==> config.mk <==
export PLATFORM = sky130hd
export DESIGN_NAME = ring_seq
export DESIGN_NICKNAME = d
export VERILOG_FILES = /design/src/rtl/ring_seq.sv
export SDC_FILE = /design/constraint.sdc
export NUM_CORES = 1
export LEC_CHECK = 0
export ABC_AREA = 1
export ABC_CLOCK_PERIOD_IN_PS = 5300
export BUFFER_PORTS_ARGS = -buffer_cell sky130_fd_sc_hd__buf_2
export CAP_MARGIN = 10
export CORE_MARGIN = 2
export CORE_UTILIZATION = 55
export CTS_CLUSTER_SIZE = 25
export DETAILED_ROUTE_END_ITERATION = 7
export PLACE_DENSITY = 0.86
export SYNTH_ARGS = -nofsm -noshare
export SYNTH_HDL_FRONTEND = slang
export SYNTH_SLANG_ARGS = --single-unit
export TNS_END_PERCENT = 100
==> constraint.sdc <==
create_clock -name CLK -period 5.3 [get_ports CLK]
set_input_delay 0.265 -clock CLK [delete_from_list [all_inputs] [get_ports CLK]]
set_output_delay 0.265 -clock CLK [all_outputs]
set_load 0.02 [all_outputs]
==> src/rtl/ring_seq.sv <==
// One-hot N-phase ring sequencer with free-run/burst modes, hold, load,
// saturating rotation counter, done pulse and illegal-state recovery.
module ring_seq #(
    parameter int             N     = 4,
    parameter int             CW    = 8,
    parameter logic [N-1:0]   RST_Q = '0
) (
    input  logic          CLK,
    input  logic          RSTN,
    input  logic          start,
    input  logic          stop,
    input  logic          hold,
    input  logic          mode,
    input  logic [CW-1:0] burst_len,
    input  logic          load,
    input  logic [N-1:0]  d,
    output logic [N-1:0]  q,
    output logic          busy,
    output logic          done,
    output logic [CW-1:0] cycles,
    output logic          err
);

    localparam logic [N-1:0]  PH0    = {{(N-1){1'b0}}, 1'b1};
    localparam logic [CW:0]   CNT1   = {{CW{1'b0}}, 1'b1};

    logic          stop_req;
    logic          multi_hot;
    logic          last_phase;
    logic [CW:0]   cyc_next;
    logic [CW:0]   blen_eff;
    logic [CW-1:0] cyc_sat;
    logic          burst_end;
    logic          run_end;

    // More than one bit set: clearing the lowest set bit leaves something behind.
    assign multi_hot  = (q & (q - PH0)) != '0;
    assign last_phase = q[N-1];
    assign busy       = q != '0;

    assign cyc_next  = {1'b0, cycles} + CNT1;
    assign cyc_sat   = cyc_next[CW] ? cycles : cyc_next[CW-1:0];
    assign blen_eff  = (burst_len == '0) ? CNT1 : {1'b0, burst_len};
    assign burst_end = mode && (cyc_next >= blen_eff);
    assign run_end   = stop || stop_req || burst_end;

    always_ff @(posedge CLK or negedge RSTN) begin
        if (!RSTN) begin
            q        <= RST_Q;
            stop_req <= 1'b0;
            cycles   <= '0;
            done     <= 1'b0;
            err      <= 1'b0;
        end else begin
            done <= 1'b0;
            if (load) begin
                q        <= d;
                stop_req <= 1'b0;
                cycles   <= '0;
                err      <= 1'b0;
            end else if (multi_hot) begin
                q        <= '0;
                err      <= 1'b1;
                stop_req <= 1'b0;
            end else if (q == '0) begin
                if (start) begin
                    q        <= PH0;
                    cycles   <= '0;
                    stop_req <= 1'b0;
                end
            end else if (hold) begin
                if (stop) stop_req <= 1'b1;
            end else if (!last_phase) begin
                q <= {q[N-2:0], 1'b0};
                if (stop) stop_req <= 1'b1;
            end else begin
                // Wrap point: the only place the counter advances and a run may end.
                cycles <= cyc_sat;
                if (run_end) begin
                    q        <= '0;
                    done     <= 1'b1;
                    stop_req <= 1'b0;
                end else begin
                    q <= PH0;
                end
            end
        end
    end

endmodule

==> flow_metrics.py <==
metrics = {
    "run_status": {
        "status": "finished clean",
    },
    "die": {
        "initial_utilization": 0.5975,
        "core-area_um2": 2002,
        "rows": 16,
        "fp.dieH_um": 50.64,
        "ios": 34,
        "die_area_um2": 2564,
        "die_x_um": 50.64,
    },
    "synthesis": {
        "synthFlopType": "dfrtp_1",
        "synth_edf_count": 0,
        "yosys_register_bits": 15,
        "ys_seq_area_frac": 0.3138,
        "async_flop_share": 1.000,
        "synth_cells": 154,
        "yosysTopAreaCellShare": 0.3138,
        "synth_top_area_cell": "dfrtp_1",
        "synthTopCellsByCount": "33 x nand2_1, 25 x inv_1, 15 x dfrtp_1, 11 x nor2_1, 10 x nand3_1",
        "yosysWarnings": 0,
        "synth_area_leaders": "dfrtp_1 31%, nand2_1 10%, ha_1 9.4%",
        "yosysMostFrequentCell": "nand2_1",
        "ys_types": 31,
        "synth_nets": 182,
        "netlist_area_um2": 1196,
        "syn_area_per_cell_um2": 7.767,
    },
    "min_path": {
        "min_delay_path_depth": 3,
        "hold_class": "primary input to flop",
    },
    "routing": {
        "drtPass1Iterations": 4,
        "drt_drc_violations_left": 0,
        "num_vias": 1130,
        "vias_per_cell": 5.183,
        "postRouteAntennaNets": 0,
        "finalWirelength_um": 2635,
        "drt_iter0_drc": 22,
        "wire_per_inst_um": 12.09,
    },
    "timing": {
        "hold_viol_final": 0,
        "hold_ws_ns": 0.2111,
        "finalCriticalPeriod_ns": 2.280,
        "fin_worst_skew_ns": 0.01748,
        "slew_headroom": 0.7683,
        "timing.fmax_mhz": 438.5,
        "drv_slew": 0,
        "setup_viol": 0,
        "rsz0062_at_grt": "no",
        "fin_crit_sh": 0.4303,
        "tns_ns": 0,
        "tightest_slew_ns": 0.3476,
    },
    "place": {
        "io_buffers": 33,
        "dp.final_hpwl_um": 2113,
        "routabilityCongestion": 0.8373,
    },
    "global_route": {
        "grt_pass1_wl_um": 4512,
        "grt_max_degree": 16,
        "antenna_found_initial": 0,
        "overflow": 0,
        "grtUsageTotal": 0.2298,
        "grt_pass1_vias": 1124,
    },
    "layout": {
        "final_layout_size_suffix_gt1_frac": 0.3455,
        "diodes": 0,
        "nets": 220,
        "area_delta_synth_final_pct": 19.14,
    },
    "worst_setup_path": {
        "reg2reg_depth": 17,
        "crit_fanout": 6,
        "critPathLaunchType": "flop",
        "critical_path_required_ns": 5.54,
        "cp.arrival_ns": 2.52,
        "cp-end-kind": "flop",
        "worstSetupPathType": "flop to flop",
    },
    "clock_tree": {
        "clockBufferDepth": 2,
        "cts_htree_levels": 1,
        "clk_latency_ns": 0.30,
        "cts_tree": "done",
        "cts.sinks": 15,
        "cts_resized": 0,
        "cts_buffers": 3,
        "cts.reportedPaths.clkPinSlew_ns": 0.10,
        "cts-root-buf": "clkbuf_4",
        "hold_buffers": 1,
        "postCtsSetupRepairBufs": 0,
    },
    "pwr": {
        "ir_drop_uv": 373.7,
        "cellLeakagePower_nw": 0.8366,
        "p_per_area_nw_per_um2": 355.0,
    },
    "run": {
        "drv_cap": 0,
    },
}
## final timing paths
path	slack (ns)	start	to
max	3.02	cycles[0]	q[0]
min	0.21	d[3]	q[3]
max reg2reg	3.02	cycles[0]	q[0]
min reg2reg	0.49	stop_req	stop_req
max in group asynchronous	4.64	RSTN	err
min in group asynchronous	0.39	RSTN	q[3]
## power by group
group	switching [mW]	internal, mW	leakage [nW]	total (mW)
clock	0.0398	0.0281	0.0177	0.0680
combinational	0.180	0.0883	0.618	0.268
sequential	0.0318	0.138	0.201	0.170
## stage by stage
stage	power (mW)	instances	instance area [um^2]	setup WS (ns)	utilization
after floorplan	0.3717	154	1196	3.159	-
after detailed placement	0.4386	213	1388	3.074	0.6931
after global placement	0.4316	213	1388	3.135	0.6931
final	0.5059	218	1425	3.020	0.7119
after global routing	0.5416	218	1425	2.854	0.7119
after CTS	0.5066	218	1425	3.050	0.7119
## critical path: stages, from the launching register on
cell and delay (ns):
dfrtp_1 0.44, ha_1 0.26, nand3_1 0.14, xor2_1 0.23
ha_1 0.29, nand2_1 0.08, inv_1 0.04, nand2_1 0.06
nand3_1 0.11, nand2_1 0.08, nand2_1 0.05, nand2_1 0.05
nand2_1 0.04, nand2_1 0.09, nand3_1 0.07, nand2_1 0.06
nand2_1 0.04, a21oi_1 0.11
## cell usage in the layout (no fill, tap or decap)
| cell | Yosys | final |
|---|---|---|
| a31oi_1 | 2 | 2 |
| o31ai_1 | 1 | 1 |
| o21ai_1 | 3 | 3 |
| nor2_8 | 1 | 1 |
| o21ai_0 | 2 | 2 |
| nand2_1 | 33 | 33 |
| nor2_2 | 2 | 2 |
| o22ai_2 | 1 | 1 |
| nor2_1 | 11 | 11 |
| nor4_1 | 1 | 1 |
| inv_6 | 2 | 2 |
| nand3_2 | 2 | 2 |
| dfrtp_1 | 15 | 15 |
| a41o_1 | 1 | 1 |
| inv_1 | 25 | 25 |
| clkbuf_4 | 0 | 3 |
| nand2_4 | 1 | 1 |
| nor3_2 | 1 | 1 |
| inv_4 | 1 | 1 |
| buf_2 | 0 | 33 |
| xor2_1 | 4 | 4 |
| o21ai_4 | 1 | 1 |
| a21oi_1 | 5 | 5 |
| dlygate4sd3_1 | 0 | 1 |
| nor3_1 | 1 | 1 |
| clkinv_2 | 0 | 1 |
| inv_2 | 4 | 4 |
| nand2_2 | 3 | 3 |
| o211ai_2 | 1 | 1 |
| nor2_4 | 3 | 3 |
| o21ai_2 | 6 | 6 |
| nand4_1 | 1 | 1 |
| nand3_1 | 10 | 10 |
| ha_1 | 9 | 9 |
## area by class of cell
cell class	count	area, um^2
clock buffers	3	22.52
clock inverters	1	5.005
multi-input cells	106	680.7
flip-flops and latches	15	375.4
fillers	171	576.8
repair buffers	34	175.2
well taps	27	33.78
inverters	32	132.6
## per-layer routing
layer,part of all wire,global-route usage,wire [um],vias to the layer above
met4,0.015,0.07207,40,0
met2,0.50,0.4123,1312,38
met3,0.051,0.05655,135,8
li1,-,-,-,563
met1,0.44,0.2663,1147,521
met5,0,0,0,-
## state kept, by name (all words and copies together) (netlist names)
register  flops
cycles        8
q             4
done          1
err           1
stop_req      1
## cells by family after synthesis
| kind of cell | after synthesis | synth area share |
|---|---|---|
| compound gates | 23 | 0.1454 |
| flops | 15 | 0.3138 |
| fa+ha+maj | 9 | 0.09414 |
| xor+xnor | 4 | 0.02929 |
| simple gates | 70 | 0.3002 |
| buf+inv | 33 | 0.1172 |
Power figures use the tool's default switching activity.
